===== config.mk =====
export PLATFORM = sky130hd
export DESIGN_NAME = mem_arbiter
export DESIGN_NICKNAME = d
export VERILOG_FILES = /design/src/rtl/mem_arbiter_pkg.sv /design/src/rtl/mem_req_slot.sv /design/src/rtl/mem_arbiter.sv
export SDC_FILE = /design/constraint.sdc
export NUM_CORES = 1
export LEC_CHECK = 0
export ABC_AREA = 1
export CAP_MARGIN = 20
export CELL_PAD_IN_SITES_DETAIL_PLACEMENT = 0
export CELL_PAD_IN_SITES_GLOBAL_PLACEMENT = 2
export CORE_ASPECT_RATIO = 1.1
export CORE_UTILIZATION = 28
export CTS_BUF_LIST = sky130_fd_sc_hd__clkbuf_8 sky130_fd_sc_hd__clkbuf_16
export DETAILED_ROUTE_END_ITERATION = 16
export PLACE_DENSITY_LB_ADDON = 0.1
export SYNTH_ARGS = -nofsm -noshare
export SYNTH_HDL_FRONTEND = slang
export SYNTH_SLANG_ARGS = --single-unit

===== constraint.sdc =====
create_clock -name clk -period 5.4 [get_ports clk]
set_input_delay 1.35 -clock clk [delete_from_list [all_inputs] [get_ports clk]]
set_output_delay 1.35 -clock clk [all_outputs]
set_load 0.01 [all_outputs]

===== src/rtl/mem_arbiter_pkg.sv =====
// Shared memory-unit definitions (function codes and widths from memory_unit.vh)
// plus the request payload type used by the pending slots.
`ifndef MEMORY_UNIT_VH
`define MEMORY_UNIT_VH
`define GET_CONTENTS      2'b01
`define SET_CONTENTS      2'b10
`define MEMORY_ADDR_WIDTH 12
`define MEMORY_DATA_WIDTH 36
`endif

package mem_arbiter_pkg;

   localparam int ADDR_W = `MEMORY_ADDR_WIDTH;
   localparam int DATA_W = `MEMORY_DATA_WIDTH;

   localparam logic [1:0] FUNC_GET = `GET_CONTENTS;
   localparam logic [1:0] FUNC_SET = `SET_CONTENTS;

   typedef struct packed {
      logic [1:0]        func;
      logic [ADDR_W-1:0] read_addr;
      logic [ADDR_W-1:0] write_addr;
      logic [DATA_W-1:0] write_data;
   } mem_req_t;

endpackage


===== src/rtl/mem_req_slot.sv =====
// One-deep pending request slot for a single requester, with a sticky overrun
// flag raised when a strobe arrives while the slot is still occupied.
module mem_req_slot
   import mem_arbiter_pkg::*;
(
   input  logic              clk,
   input  logic              rst,
   input  logic              execute_i,
   input  logic [1:0]        func_i,
   input  logic [ADDR_W-1:0] read_addr_i,
   input  logic [ADDR_W-1:0] write_addr_i,
   input  logic [DATA_W-1:0] write_data_i,
   input  logic              complete_i,
   output logic              valid_o,
   output logic [1:0]        func_o,
   output logic [ADDR_W-1:0] read_addr_o,
   output logic [ADDR_W-1:0] write_addr_o,
   output logic [DATA_W-1:0] write_data_o,
   output logic              overrun_o
);

   mem_req_t req_q, req_d;
   logic     valid_q, valid_d;
   logic     overrun_q, overrun_d;

   // A strobe on the completing edge reuses the slot instead of overrunning.
   always_comb begin
      // NOTE: every always_comb output gets a default first so no latch is inferred.
      valid_d   = valid_q & ~complete_i;
      req_d     = req_q;
      overrun_d = overrun_q;
      if (execute_i) begin
         if (!valid_q || complete_i) begin
            valid_d = 1'b1;
            req_d   = '{func: func_i, read_addr: read_addr_i,
                        write_addr: write_addr_i, write_data: write_data_i};
         end else begin
            overrun_d = 1'b1;
         end
      end
   end

   always_ff @(posedge clk) begin
      // NOTE: sequential state uses non-blocking assignments only.
      if (!rst) begin
         valid_q   <= 1'b0;
         overrun_q <= 1'b0;
      end else begin
         valid_q   <= valid_d;
         overrun_q <= overrun_d;
      end
      // NOTE: the payload is only ever read while valid_q is set, so it needs no reset.
      req_q <= req_d;
   end

   assign valid_o      = valid_q;
   assign func_o       = req_q.func;
   assign read_addr_o  = req_q.read_addr;
   assign write_addr_o = req_q.write_addr;
   assign write_data_o = req_q.write_data;
   assign overrun_o    = overrun_q;

endmodule


===== src/rtl/mem_arbiter.sv =====
// Two-port arbiter in front of a single-outstanding memory unit: alternating
// grants under contention, registered command outputs, one-cycle ready pulses.
module mem_arbiter
   import mem_arbiter_pkg::*;
#(
   parameter int FIRST_PRIO = 0
)(
   input  logic              clk,
   input  logic              rst,
   input  logic              p0_execute,
   input  logic [1:0]        p0_func,
   input  logic [ADDR_W-1:0] p0_read_addr,
   input  logic [ADDR_W-1:0] p0_write_addr,
   input  logic [DATA_W-1:0] p0_write_data,
   output logic              p0_ready,
   output logic [DATA_W-1:0] p0_read_data,
   output logic              p0_overrun,
   input  logic              p1_execute,
   input  logic [1:0]        p1_func,
   input  logic [ADDR_W-1:0] p1_read_addr,
   input  logic [ADDR_W-1:0] p1_write_addr,
   input  logic [DATA_W-1:0] p1_write_data,
   output logic              p1_ready,
   output logic [DATA_W-1:0] p1_read_data,
   output logic              p1_overrun,
   output logic              mem_execute,
   output logic [1:0]        mem_func,
   output logic [ADDR_W-1:0] read_addr,
   output logic [ADDR_W-1:0] write_addr,
   output logic [DATA_W-1:0] write_data,
   input  logic              mem_ready,
   input  logic [DATA_W-1:0] read_data
);

   typedef enum logic [1:0] {S_IDLE, S_ISSUE, S_WAIT} state_t;

   // Reset value of last-grant is the port that must NOT win the first contention.
   localparam logic LAST_RST = (FIRST_PRIO == 0) ? 1'b1 : 1'b0;

   state_t            state_q, state_d;
   logic              grant_q, grant_d;
   logic              last_q, last_d;
   logic              mem_execute_q, mem_execute_d;
   logic [1:0]        mem_func_q, mem_func_d;
   logic [ADDR_W-1:0] read_addr_q, read_addr_d;
   logic [ADDR_W-1:0] write_addr_q, write_addr_d;
   logic [DATA_W-1:0] write_data_q, write_data_d;
   logic              p0_ready_q, p0_ready_d, p1_ready_q, p1_ready_d;
   logic [DATA_W-1:0] p0_rdata_q, p0_rdata_d, p1_rdata_q, p1_rdata_d;

   logic [1:0]        slot_valid;
   logic [1:0]        slot_done;
   logic [1:0]        slot_ovr;
   logic [1:0]        slot_func  [2];
   logic [ADDR_W-1:0] slot_raddr [2];
   logic [ADDR_W-1:0] slot_waddr [2];
   logic [DATA_W-1:0] slot_wdata [2];
   logic              pick;
   logic              op_done;

   mem_req_slot u_slot0 (
      .clk(clk), .rst(rst), .execute_i(p0_execute), .func_i(p0_func),
      .read_addr_i(p0_read_addr), .write_addr_i(p0_write_addr),
      .write_data_i(p0_write_data), .complete_i(slot_done[0]),
      .valid_o(slot_valid[0]), .func_o(slot_func[0]), .read_addr_o(slot_raddr[0]),
      .write_addr_o(slot_waddr[0]), .write_data_o(slot_wdata[0]), .overrun_o(slot_ovr[0])
   );

   mem_req_slot u_slot1 (
      .clk(clk), .rst(rst), .execute_i(p1_execute), .func_i(p1_func),
      .read_addr_i(p1_read_addr), .write_addr_i(p1_write_addr),
      .write_data_i(p1_write_data), .complete_i(slot_done[1]),
      .valid_o(slot_valid[1]), .func_o(slot_func[1]), .read_addr_o(slot_raddr[1]),
      .write_addr_o(slot_waddr[1]), .write_data_o(slot_wdata[1]), .overrun_o(slot_ovr[1])
   );

   // ISSUE honours mem_ready just like WAIT, which covers a zero-wait memory.
   assign op_done   = (state_q != S_IDLE) && mem_ready;
   assign slot_done = {op_done & grant_q, op_done & ~grant_q};
   assign pick      = (slot_valid == 2'b11) ? ~last_q : slot_valid[1];

   always_comb begin
      state_d       = state_q;
      grant_d       = grant_q;
      last_d        = last_q;
      mem_execute_d = 1'b0;
      mem_func_d    = '0;
      read_addr_d   = read_addr_q;
      write_addr_d  = '0;
      write_data_d  = '0;
      p0_ready_d    = 1'b0;
      p1_ready_d    = 1'b0;
      p0_rdata_d    = p0_rdata_q;
      p1_rdata_d    = p1_rdata_q;
      case (state_q)
         S_IDLE: begin
            if (|slot_valid) begin
               grant_d       = pick;
               last_d        = pick;
               mem_execute_d = 1'b1;
               mem_func_d    = slot_func[pick];
               read_addr_d   = slot_raddr[pick];
               write_addr_d  = slot_waddr[pick];
               write_data_d  = slot_wdata[pick];
               state_d       = S_ISSUE;
            end
         end
         S_ISSUE, S_WAIT: begin
            if (mem_ready) begin
               if (grant_q) begin
                  p1_ready_d = 1'b1;
                  p1_rdata_d = read_data;
               end else begin
                  p0_ready_d = 1'b1;
                  p0_rdata_d = read_data;
               end
               state_d = S_IDLE;
            end else begin
               state_d = S_WAIT;
            end
         end
         default: state_d = S_IDLE;
      endcase
   end

   always_ff @(posedge clk) begin
      if (!rst) begin
         state_q       <= S_IDLE;
         grant_q       <= 1'b0;
         last_q        <= LAST_RST;
         mem_execute_q <= 1'b0;
         mem_func_q    <= '0;
         read_addr_q   <= '0;
         write_addr_q  <= '0;
         write_data_q  <= '0;
         p0_ready_q    <= 1'b0;
         p1_ready_q    <= 1'b0;
         p0_rdata_q    <= '0;
         p1_rdata_q    <= '0;
      end else begin
         state_q       <= state_d;
         grant_q       <= grant_d;
         last_q        <= last_d;
         mem_execute_q <= mem_execute_d;
         mem_func_q    <= mem_func_d;
         read_addr_q   <= read_addr_d;
         write_addr_q  <= write_addr_d;
         write_data_q  <= write_data_d;
         p0_ready_q    <= p0_ready_d;
         p1_ready_q    <= p1_ready_d;
         p0_rdata_q    <= p0_rdata_d;
         p1_rdata_q    <= p1_rdata_d;
      end
   end

   assign mem_execute  = mem_execute_q;
   assign mem_func     = mem_func_q;
   assign read_addr    = read_addr_q;
   assign write_addr   = write_addr_q;
   assign write_data   = write_data_q;
   assign p0_ready     = p0_ready_q;
   assign p1_ready     = p1_ready_q;
   assign p0_read_data = p0_rdata_q;
   assign p1_read_data = p1_rdata_q;
   assign p0_overrun   = slot_ovr[0];
   assign p1_overrun   = slot_ovr[1];

endmodule


==> insert_results.sql, run 1 <==
INSERT INTO impl_metrics (metric_group, metric, value, unit) VALUES
('clock_tree', 'htree_num_levels', '2', ''),
('floorplanning', 'floorplan.initialDensity', '0.284', ''),
('critical_path', 'timing.reg2reg.worst_path_depth', '6', ''),
('job', 'timing.max_cap.violations', '0', ''),
('synth', 'yosysWarnings', '0', ''),
('drt', 'remaining_drc_errors', '0', ''),
('clock_tree', 'tritoncts', 'built', ''),
('drt', 'via_count', '6887', ''),
('critical_path', 'cpMaxStageDelayCell', 'inv_1', ''),
('critical_path', 'critical_path_buf_inv_count', '4', ''),
('finish', 'stdcell_count', '1663', ''),
('timing', 'worstMarginPinSlew', '977', 'ps'),
('critical_path', 'critical_path.max_stage_delay', '570', 'ps'),
('finish', 'final_util', '0.416', ''),
('floorplanning', 'core_area', '0.0332', 'mm^2'),
('timing', 'maxSlewHeadroom', '0.349', ''),
('grt', 'first_global_vias', '6896', ''),
('finish', 'register_area', '0.00663', 'mm^2'),
('grt', 'maximum_number_of_pins_on_one_net_before_global_route_repair', '75', ''),
('timing', 'max_transition_viols_final', '0', ''),
('place', 'dpl-instance-area', '0.0128', 'mm^2'),
('power', 'power.static_leakage', '5.49', 'nW'),
('place', 'place_worst_setup_slack', '1680', 'ps'),
('drt', 'detailedRoute.firstPassIterationCount', '4', ''),
('critical_path', 'crit_start', 'rst', ''),
('critical_path', 'worstSetupEndpointType', 'flop', ''),
('floorplanning', 'floorplan.die_area', '0.0344', 'mm^2'),
('synth', 'syn_area_per_cell', '10.5', 'um^2'),
('drt', 'drt_iter0_drc', '313', ''),
('clock_tree', 'clkTransAtPathRegs', '50', 'ps'),
('synth', 'syn_area', '0.00944', 'mm^2'),
('finish', 'total_area_of_multi_input_combinational_cells', '0.00228', 'mm^2'),
('timing', 'setup_viol_count_final', '0', ''),
('floorplanning', 'floorplan.io_pins', '304', ''),
('finish', 'final_layout_size_suffix_gt1_frac', '0.0512', ''),
('drt', 'final_routed_wire_length_divided_by_cell_count', '15.5', 'um'),
('synth', 'ys_seq_elements', '269', ''),
('clock_tree', 'clock_tree.root_cell', 'clkbuf_16', ''),
('critical_path', 'worst_setup_path_endpoint', 'write_data[35]$_SDFF_PN0_', ''),
('timing', 'finalCritPeriodShare', '0.573', ''),
('drt', 'postRouteWirelength', '25800', 'um'),
('finish', 'design.final.nets', '1374', ''),
('clock_tree', 'cts_hold_buf', '0', ''),
('grt', 'initial_antenna_violation_count', '0', ''),
('clock_tree', 'insertion_delay', '500', 'ps'),
('place', 'dp.final_hpwl', '16000', 'um'),
('timing', 'rsz0062_at_grt', 'false', ''),
('critical_path', 'cp_common_cell', 'buf_4', ''),
('synth', 'yosysTopAreaCell', 'edfxtp_1', ''),
('timing', 'setup-tns-final', '0', 'ps'),
('finish', 'filler_cell_count', '3267', ''),
('clock_tree', 'postcts_resize_cnt', '0', ''),
('clock_tree', 'post-cts-setup-buffer-count', '0', ''),
('finish', 'diodes', '0', ''),
('critical_path', 'critical_path_required', '5830', 'ps'),
('run_status', 'status', 'finished clean', ''),
('critical_path', 'worst_reg_to_reg_setup_slack', '2940', 'ps'),
('grt', 'global_route.overflow_total', '0', ''),
('timing', 'finalHoldViolations', '0', ''),
('floorplanning', 'fp-row-count', '70', ''),
('critical_path', 'cp_data_arrival_time', '3520', 'ps'),
('clock_tree', 'clock_sinks', '269', ''),
('place', 'place_congestion', '0.711', ''),
('place', 'cell_count_after_placement', '1602', ''),
('synth', 'post_synth_main_area_contributors', 'edfxtp_1 39%, dfxtp_1 31%, nor2_1 11%, nand2_1 4.8%, o21ai_0 3.8%', ''),
('timing', 'hold_ws', '448', 'ps'),
('min_path', 'min-delay-path-class', 'reg -> reg', ''),
('timing', 'min_setup_slack_post_route', '2310', 'ps'),
('timing', 'max_freq', '0.323', 'GHz'),
('critical_path', 'worstSetupStartpointType', 'input pin', ''),
('synth', 'synth_largest_type_area_fraction', '0.395', '');
metal layers:
layer / up-vias / track usage / wire length [um]
met1: 3111 / 0.184 / 11100
met5: - / 0 / 0
met2: 232 / 0.234 / 11600
li1: 3504 / - / -
met3: 40 / 0.0606 / 2480
met4: 0 / 0.0473 / 591
power by group:
group,switching (mW),internal [mW],total [mW]
combinational,0.347,0.347,0.694
clock,0.835,1.21,2.05
sequential,0.0603,2.31,2.37
worst min path at each step:
stage | from | end | depth (start not counted) | slack (ps)
after global routing | u_slot1.overrun_o$_SDFFE_PN0P_ | u_slot1.overrun_o$_SDFFE_PN0P_ | 2 | 480
after CTS | u_slot1.overrun_o$_SDFFE_PN0P_ | u_slot1.overrun_o$_SDFFE_PN0P_ | 2 | 450
after global placement | u_slot1.overrun_o$_SDFFE_PN0P_ | u_slot1.overrun_o$_SDFFE_PN0P_ | 2 | 440
after detailed placement | u_slot1.overrun_o$_SDFFE_PN0P_ | u_slot1.overrun_o$_SDFFE_PN0P_ | 2 | 450
after floorplan | u_slot0.func_o[0]$_DFFE_PP_ | mem_func[0]$_SDFF_PN0_ | 2 | 450
final | u_slot1.overrun_o$_SDFFE_PN0P_ | u_slot1.overrun_o$_SDFFE_PN0P_ | 2 | 450
worst min-delay path: stages (launching register included):
cell     delay (ps)
dfxtp_1         300
inv_1            40
a21oi_1          50
placed cells by master, fill, tap and decap left out:
cell             count
a21oi_4              3
clkdlybuf4s50_1    302
inv_1               74
nand2_1            121
inv_2                2
nor2_2               2
nor2_4               2
o21bai_1            12
buf_2                1
inv_6                2
buf_4                8
a21boi_0            12
clkinv_1             4
o21ai_0             72
clkinv_2             3
nand3_1             20
clkbuf_8             3
o21ai_2              1
nor2_1             272
ha_1                 3
buf_12               1
dfxtp_1            145
edfxtp_1           124
clkbuf_16           35
a21oi_1              7
registers in the layout, summed over array words and instances, names as in the netlist, 2 cells and up:
signal	cells
write_addr	12
write_data	36
p0_read_data	36
u_slot1.func_o	2
u_slot1.read_addr_o	12
u_slot0.write_addr_o	12
p1_read_data	36
u_slot1.write_data_o	36
u_slot0.read_addr_o	12
u_slot0.write_data_o	36
mem_func	2
u_slot1.write_addr_o	12
read_addr	12
state_q	2
u_slot0.func_o	2
final cells by class:
class	instances	area share
Clock buffer	38	0.0664
Clock inverter	23	0.00725
Inverter	62	0.0169
Multi-Input combinational cell	527	0.165
Sequential cell	269	0.480
Tap cell	432	0.0392
Timing Repair Buffer	312	0.225
cells by family after synthesis:
family	after synthesis	synth area share
DFF	269	0.702
adders and majority gates	3	0.00398
AOI/OAI and AO/OA	107	0.0639
and+or+nand+nor	417	0.170
buffers and inverters	107	0.0599
Note: power is estimated with default switching activity, not from simulation.
==> run 2, diff against run 1 <==
==> constraint.sdc (replaced) <==
create_clock -name clk -period 3 [get_ports clk]
set_input_delay 0.75 -clock clk [delete_from_list [all_inputs] [get_ports clk]]
set_output_delay 0.75 -clock clk [all_outputs]
set_load 0.01 [all_outputs]
==> insert_results.sql, run 2 (synthesized netlist as in run 1, its figures left out) <==
INSERT INTO impl_metrics (metric_group, metric, value, unit) VALUES
('run_status', 'status', 'finished clean', ''),
('timing', 'rsz0062_at_grt', 'false', ''),
('finish', 'final_cell_mix', '302 x clkdlybuf4s50_1, 272 x nor2_1, 145 x dfxtp_1', ''),
('drt', 'remaining_drc_errors', '0', ''),
('critical_path', 'worstSetupStartpointType', 'flop', ''),
('drt', 'post_drt_via_cell_ratio', '4.16', ''),
('critical_path', 'path_max_fanout', '2', ''),
('floorplanning', 'floorplan.die_area', '0.0344', 'mm^2'),
('finish', 'total_area_of_multi_input_combinational_cells', '0.00228', 'mm^2'),
('job', 'timing.max_cap.violations', '0', ''),
('clock_tree', 'post-cts-setup-buffer-count', '0', ''),
('clock_tree', 'clock_sinks', '269', ''),
('critical_path', 'worst_reg_to_reg_setup_slack', '990', 'ps'),
('grt', 'first_global_vias', '6743', ''),
('finish', 'layout_stage_area_growth_over_the_synthesis_result', '47.1', '%'),
('timing', 'maxSlewHeadroom', '0.472', ''),
('drt', 'final_antenna_net_count', '0', ''),
('power', 'power_density', '664', 'mW/mm^2'),
('critical_path', 'critical_path.max_stage_delay', '580', 'ps'),
('grt', 'groute.usage.overall', '0.148', ''),
('critical_path', 'worstSetupEndpointType', 'output pin', ''),
('drt', 'via_count', '6912', ''),
('timing', 'setup-tns-final', '0', 'ps'),
('grt', 'grt_pass1_wl', '39800', 'um'),
('place', 'dp.final_hpwl', '16400', 'um'),
('floorplanning', 'fp-row-count', '70', ''),
('floorplanning', 'floorplan.initialDensity', '0.284', ''),
('clock_tree', 'cts_hold_buf', '0', ''),
('critical_path', 'critical_path_required', '2250', 'ps'),
('place', 'io_buffer_count', '303', ''),
('clock_tree', 'cts_buffers', '30', ''),
('place', 'cell_count_after_placement', '1605', ''),
('grt', 'maximum_number_of_pins_on_one_net_before_global_route_repair', '74', ''),
('timing', 'finalCritPeriodShare', '0.741', ''),
('power', 'power.static_leakage', '5.49', 'nW'),
('clock_tree', 'postcts_resize_cnt', '0', ''),
('clock_tree', 'insertion_delay', '540', 'ps'),
('critical_path', 'critical_path_buf_inv_count', '1', ''),
('power', 'vdd_drop_max', '0.450', 'mV'),
('finish', 'filler_cell_count', '3250', ''),
('finish', 'design.final.nets', '1373', ''),
('timing', 'largest_clock_skew_in_the_final_design', '11.0', 'ps'),
('clock_tree', 'clock_path_buffers', '3', ''),
('timing', 'finalHoldViolations', '0', ''),
('finish', 'final_layout_size_suffix_gt1_frac', '0.0545', ''),
('finish', 'stdcell_count', '1662', ''),
('timing', 'worstMarginPinSlew', '790', 'ps'),
('drt', 'postRouteWirelength', '25800', 'um'),
('drt', 'drt_iter0_drc', '315', ''),
('critical_path', 'critical_path.cell_chain', 'clkdlybuf4s50_1', ''),
('place', 'place_congestion', '0.688', ''),
('grt', 'initial_antenna_violation_count', '1', ''),
('floorplanning', 'die_w', '177', 'um'),
('critical_path', 'cp_data_arrival_time', '1470', 'ps'),
('critical_path', 'critical-path-top-delay-family', 'buffers and inverters', ''),
('drt', 'final_routed_wire_length_divided_by_cell_count', '15.6', 'um'),
('timing', 'max_freq', '0.450', 'GHz'),
('timing', 'max_transition_viols_final', '0', ''),
('finish', 'register_area', '0.00663', 'mm^2'),
('clock_tree', 'htree_num_levels', '1', ''),
('grt', 'global_route.overflow_total', '0', ''),
('timing', 'setup_viol_count_final', '0', ''),
('finish', 'most_common_cell_after_layout_fill_and_taps_aside', 'clkdlybuf4s50_1', ''),
('clock_tree', 'tritoncts', 'built', ''),
('min_path', 'min-delay-path-class', 'reg -> reg', ''),
('critical_path', 'cpMaxStageDelayCell', 'clkdlybuf4s50_1', ''),
('floorplanning', 'die_height', '195', 'um'),
('critical_path', 'worstSetupPathType', 'reg -> out', ''),
('clock_tree', 'clkTransAtPathRegs', '60', 'ps'),
('floorplanning', 'core_area', '0.0332', 'mm^2'),
('floorplanning', 'floorplan.io_pins', '304', ''),
('clock_tree', 'clock_tree.root_cell', 'clkbuf_16', ''),
('drt', 'detailedRoute.firstPassIterationCount', '4', ''),
('timing', 'fin_crit', '2220', 'ps');
run 2: changes by cell type in the layout (fill, tap and decap cells not counted), sizes merged:
cell / change
clkbuf: -2
buf: +3
bufinv: +3
clkinv: +4
diode: +1
inv: -10
run 2: routing by layer:
metal,track usage,vias up,routed length [um]
li1,-,3503,-
met1,0.185,3147,11300
met2,0.237,222,11600
met3,0.0563,40,2460
met4,0.0402,0,537
met5,0,-,0
run 2: per-stage QoR:
step | power (mW) | cell area (um^2) | hold slack [ps] | utilization | setup WS (ps)
CTS | 9.40 | 13900 | 454 | 0.418 | 719
global placement | 5.63 | 12900 | 436 | 0.388 | 591
detailed placement | 5.63 | 12900 | 445 | 0.388 | 598
global route | 9.68 | 13900 | 477 | 0.418 | 663
floorplan | 4.90 | 9460 | 447 | - | 543
finish | 9.22 | 13900 | 453 | 0.418 | 777
run 2: area by class of cell:
cell class	instances	area share
Clock inverter	20	0.0115
Timing Repair Buffer	315	0.230
Antenna cell	1	0.000180
Sequential cell	269	0.477
Inverter	62	0.0168
Multi-Input combinational cell	527	0.164
Clock buffer	36	0.0608
Tap cell	432	0.0389
run 2: worst paths after layout:
| check | to | cells after the start | start |
|---|---|---|---|
| hold reg to reg | u_slot0.overrun_o$_SDFFE_PN0P_ | 2 | u_slot0.overrun_o$_SDFFE_PN0P_ |
| hold / removal | u_slot0.overrun_o$_SDFFE_PN0P_ | 2 | u_slot0.overrun_o$_SDFFE_PN0P_ |
| setup reg to reg | u_slot0.write_data_o[18]$_DFFE_PP_ | 6 | state_q[0]$_SDFFE_PN0P_ |
| setup / recovery | p0_read_data[30] | 1 | p0_read_data[30]$_SDFFE_PN0P_ |
run 2: where the power goes:
| part | leakage (nW) | internal, mW | switching [mW] |
|---|---|---|---|
| Sequential | 2.37 | 4.15 | 0.105 |
| Clock | 0.521 | 2.23 | 1.46 |
| Combinational | 2.60 | 0.643 | 0.631 |
| Total | 5.49 | 7.03 | 2.20 |
==> variant 1 (settings of run 2) <==
Set the parameter `FIRST_PRIO` to 1 (it was 0).
--- a/src/rtl/mem_arbiter.sv
+++ b/src/rtl/mem_arbiter.sv
@@ -3,7 +3,7 @@
 module mem_arbiter
    import mem_arbiter_pkg::*;
 #(
-   parameter int FIRST_PRIO = 0
+   parameter int FIRST_PRIO = 1
 )(
    input  logic              clk,
    input  logic              rst,
Formal check against the unedited RTL: not equivalent (Yosys sat finds a counterexample within 4 cycles, from zero or initial values and one cycle with rst low).
==> variant 1 against run 2 <==
  * Wire length shrank 0.55%
  * Cell area shrank 0.67%
  * Count of clock-buffer cells in the layout shrank 2
  * Synthesized cell count shrank 0.11%
  * Clock skew shrank 0.00099 ns
  * Total power shrank 3.8%
  * Area after synthesis shrank 1.1%
  * Critical path depth is the same
  * Worst setup slack gained 0.0075 ns
  * Sequential cell count shrank 1
==> variant 1: results (changes against run 2) <==
run_status:
  status: "finished clean"  # unchanged
global_route:
  grt_pass1_wl_um: 39800  # about the same
  grt_pass1_vias: 6869  # was 6743
  grt_max_degree: 74  # unchanged
  use_met3: 0.0527  # was 0.0563
  gr-usage-met2: 0.246  # was 0.237
  grt_util_all_layers: 0.150  # was 0.148
  antenna_found_initial: 3  # was 1
  use_met1: 0.187  # was 0.185
power_and_ir_drop:
  p_leak_nw: 5.51  # was 5.49 nW
  peakVddDrop_mv: 0.439  # was 0.450 mV
synthesis:
  ys_top_cells_by_area: "edfxtp_1, dfxtp_1, nor2_1, nand2_1, o21ai_0"  # unchanged
  yosysSeqAreaShare: 0.708  # was 0.702
  synth_edf_count: 124  # unchanged
  ys_top_cells_by_count: "nor2_1, dfxtp_1, edfxtp_1, nand2_1, o21ai_0"  # unchanged
  synthesis.nets: 1070  # was 1071
  async_flop_share: 0  # unchanged
  avgSynthCellArea_um2: 10.3  # was 10.5 um2
  ys_types: 23  # was 21
routing:
  drt_iter0_drc: 317  # was 315
  wl_um: 25700  # was 25800 um
  route.met2.wl_um: 11800  # was 11600 um
  wl_met3_um: 2390  # was 2460 um
  vias: 6914  # was 6912
  wl_met1_um: 11000  # was 11300 um
  highest_layer: "met5"  # was met4
  vias_per_cell: 4.16  # about the same
  dr.pass1.iters: 6  # was 4
clocking:
  cts_made_buffers: 31  # was 30
  cts_root_buf: "clkbuf_16"  # unchanged
  cts_max_level: 1  # unchanged
  clk_pin_slew_ns: 0.05
  post_cts_buffers: 0  # unchanged
placed_design:
  place_congestion: 0.716  # was 0.688
  dp_hpwl_um: 16900  # was 16400 um
  placedCellCount: 1602  # was 1605
hold_path:
  min_path_cells: 2  # unchanged
  hold_end: "u_slot0.overrun_o"  # unchanged
  hold_class: "flip-flop to flip-flop"  # unchanged
critical_path:
  r2r_setup_slack_ns: 0.96  # was 0.99 ns
  rr_worst_depth: 6  # unchanged
  arrival_ns: 1.47  # about the same
  critPathLaunch: "u_slot0.overrun_o"  # was p0_read_data[30]
  timing.rr.end: "u_slot0.read_addr_o[8]"  # was u_slot0.write_data_o[18]
  max_stage_delay_ns: 0.61  # was 0.58 ns
final_layout:
  fillers: 3136  # was 3250
  nNetsFinal: 1377  # was 1373
  drive_gt1_frac: 0.0527  # was 0.0545
timing:
  fin_worst_skew_ns: 0.0100  # was 0.0110 ns
  max_slew_margin: 0.487  # was 0.472
[variant 1: cell type report]
class                           count  area (um2)  share of cell area
Clock inverter                     23        93.8             0.00681
Sequential cell                   268        6610               0.479
Antenna cell                        2        5.00            0.000363
Multi-Input combinational cell    526        2270               0.165
Clock buffer                       34         817              0.0593
Tap cell                          426         533              0.0387
Timing Repair Buffer              319        3220               0.234
Inverter                           63         236              0.0172
[variant 1: cells by family after synthesis]
family                   share of synthesized area
AO/OA/AOI/OAI                               0.0633
adder cells (fa/ha/maj)                    0.00402
buffers and inverters                       0.0527
flip-flops                                   0.708
AND/OR/NAND/NOR                              0.172
[variant 1: metrics by stage]
step | instance area [um2] | total power, mW | hold slack [ns] | utilization | setup slack (ns)
finish | 13800 | 8.87 | 0.454 | 0.424 | 0.784
floorplan | 9360 | 4.86 | 0.447 | - | 0.586
detailed placement | 12900 | 5.61 | 0.450 | 0.395 | 0.455
global route | 13800 | 9.31 | 0.479 | 0.424 | 0.714
global placement | 12900 | 5.61 | 0.440 | 0.395 | 0.456
CTS | 13800 | 9.05 | 0.458 | 0.423 | 0.726
[variant 1: worst min-delay path: stages, from the launching register on]
cell	delay (ns)
dfxtp_1	0.30
inv_1	0.05
a21oi_1	0.05
[variant 1: worst max path at each step]
stage / to / slack [ns] / cells past startpoint
2_1_floorplan: u_slot1.func_o[0] / 0.59 / 2
3_3_place_gp: u_slot0.write_addr_o[6] / 0.46 / 4
3_5_place_dp: u_slot1.write_addr_o[3] / 0.46 / 4
4_1_cts: p0_overrun / 0.73 / 1
5_1_grt: p1_read_data[6] / 0.71 / 1
6_report: p0_overrun / 0.78 / 1
[variant 1: power breakdown]
part	switching [mW]	internal (mW)
sequential	0.104	4.14
clock	1.44	1.92
combinational	0.619	0.649
==> variant 2 (config.mk and constraints of run 2) <==
Without the edit above. Register the outputs `p0_overrun` and `p1_overrun`, cleared by the reset; this adds one clock of latency there. The other outputs are not delayed to match.
--- a/src/rtl/mem_arbiter.sv
+++ b/src/rtl/mem_arbiter.sv
@@ -162,8 +162,15 @@
    assign p1_ready     = p1_ready_q;
    assign p0_read_data = p0_rdata_q;
    assign p1_read_data = p1_rdata_q;
-   assign p0_overrun   = slot_ovr[0];
-   assign p1_overrun   = slot_ovr[1];
+   always_ff @(posedge clk) begin
+      if (!rst) begin
+         p0_overrun <= '0;
+         p1_overrun <= '0;
+      end else begin
+         p0_overrun <= slot_ovr[0];
+         p1_overrun <= slot_ovr[1];
+      end
+   end
 
 endmodule
 
Check against the original RTL: not equivalent (Yosys sat finds a counterexample within 4 cycles, from zero or initial values and one cycle with rst low).
==> variant 2 against run 2 <==
  * Clock skew down 0.00060 ns
  * Highest routed layer is now met5
  * Worst setup slack worse by 0.019 ns
  * Total power up 7.1%
  * Cell area stayed put
  * Die area is 0.42% higher
  * Sequential share of layout area rose by 0.29 points
  * Wire length about the same
  * Sequential cell count increased by 2
  * Area after synthesis up 0.42%
  * Global-route usage is 0.10 points lower
  * Largest cell class unchanged
  * Clock power shrank 4%
  * Non-clock buffer count is 3 lower
  * Combinational power is 45% higher
==> variant 2: results (changes against run 2) <==
critical_path:
  arrival_ns: 1.49  # was 1.47 ns
  critPathLaunch: "p0_read_data[7]"  # was p0_read_data[30]
  r2r_setup_slack_ns: 1.07  # was 0.99 ns
  cp-endpoint: "p0_read_data[7]"  # was p0_read_data[30]
  timing.rr.end: "mem_func[1]"  # was u_slot0.write_data_o[18]
routing:
  highest_layer: "met5"  # was met4
  drt_iter0_drc: 274  # was 315
  vias_per_cell: 4.07  # was 4.16
  wl_met3_um: 2840  # was 2460 um
  route.met2.wl_um: 11100  # was 11600 um
global_route:
  grt_util_all_layers: 0.147  # was 0.148
  antenna_found_initial: 2  # was 1
  grt_max_degree: 102  # was 74
  grt_pass1_wl_um: 39600  # was 39800 um
  use_met1: 0.187  # was 0.185
  use_met3: 0.0620  # was 0.0563
synthesis:
  ys_types: 22  # was 21
  ys_top_cells_by_count: "nor2_1, nand2_1, dfxtp_1, edfxtp_1, inv_1"  # was nor2_1, dfxtp_1, edfxtp_1, nand2_1, o21ai_0
  yosysSeqAreaShare: 0.703  # was 0.702
run_status:
  status: "finished clean"  # unchanged
timing:
  max_freq_ghz: 0.446  # was 0.450 GHz
  fin_worst_skew_ns: 0.0104  # was 0.0110 ns
hold_path:
  hold_end: "p0_overrun"  # was u_slot0.overrun_o
placed_design:
  place_ws_ns: 0.563  # was 0.598 ns
  place_congestion: 0.703  # was 0.688
power_and_ir_drop:
  p_leak_nw: 5.58  # was 5.49 nW
final_layout:
  nNetsFinal: 1398  # was 1373
variant 2: cell count changes in the layout (fill, tap and decap cells not counted), sizes merged, moves of 3 or more:
cell           run 2  this run
a21oi             10         3
buf               13        10
clkinv            11         5
inv               68        84
nand2            121       152
nand3             20        16
o21ai             73        77
o21bai            12         0
variant 2: cells by family (layout without fill, tap and decap cells):
| kind of cell | after synthesis | count (layout) | share of synthesized area |
|---|---|---|---|
| AO/OA/AOI/OAI | 94 | 94 | 0.0541 |
| adder cells (fa/ha/maj) | 3 | 3 | 0.00396 |
| other | 0 | 2 | 0 |
| flip-flops | 271 | 271 | 0.703 |
| AND/OR/NAND/NOR | 446 | 446 | 0.181 |
| buffers and inverters | 117 | 440 | 0.0580 |
variant 2: where the power goes:
| group | switching, mW | internal, mW | total (mW) |
|---|---|---|---|
| Clock | 1.46 | 2.11 | 3.56 |
| Sequential | 0.162 | 4.31 | 4.48 |
| Combinational | 0.955 | 0.885 | 1.84 |
| Total | 2.57 | 7.30 | 9.88 |
variant 2: area by class of cell:
cell class / instances / area (um2) / share of cell area
inverter: 72 / 270 / 0.0195
tap: 432 / 541 / 0.0389
timing repair buffer: 312 / 3130 / 0.226
antenna: 2 / 5.00 / 0.000361
multi-input combinational: 543 / 2300 / 0.165
sequential: 271 / 6670 / 0.480
clock inverter: 18 / 96.3 / 0.00694
clock buffer: 38 / 872 / 0.0628
variant 2: through the flow:
step	hold slack [ns]	util	cells	total power [mW]	area, um2
floorplan	0.400	-	931	5.41	9500
global placement	0.411	0.388	1630	6.43	12900
detailed placement	0.421	0.388	1630	6.43	12900
CTS	0.441	0.417	1686	10.1	13900
global route	0.466	0.417	1686	10.4	13900
finish	0.432	0.417	1688	9.88	13900
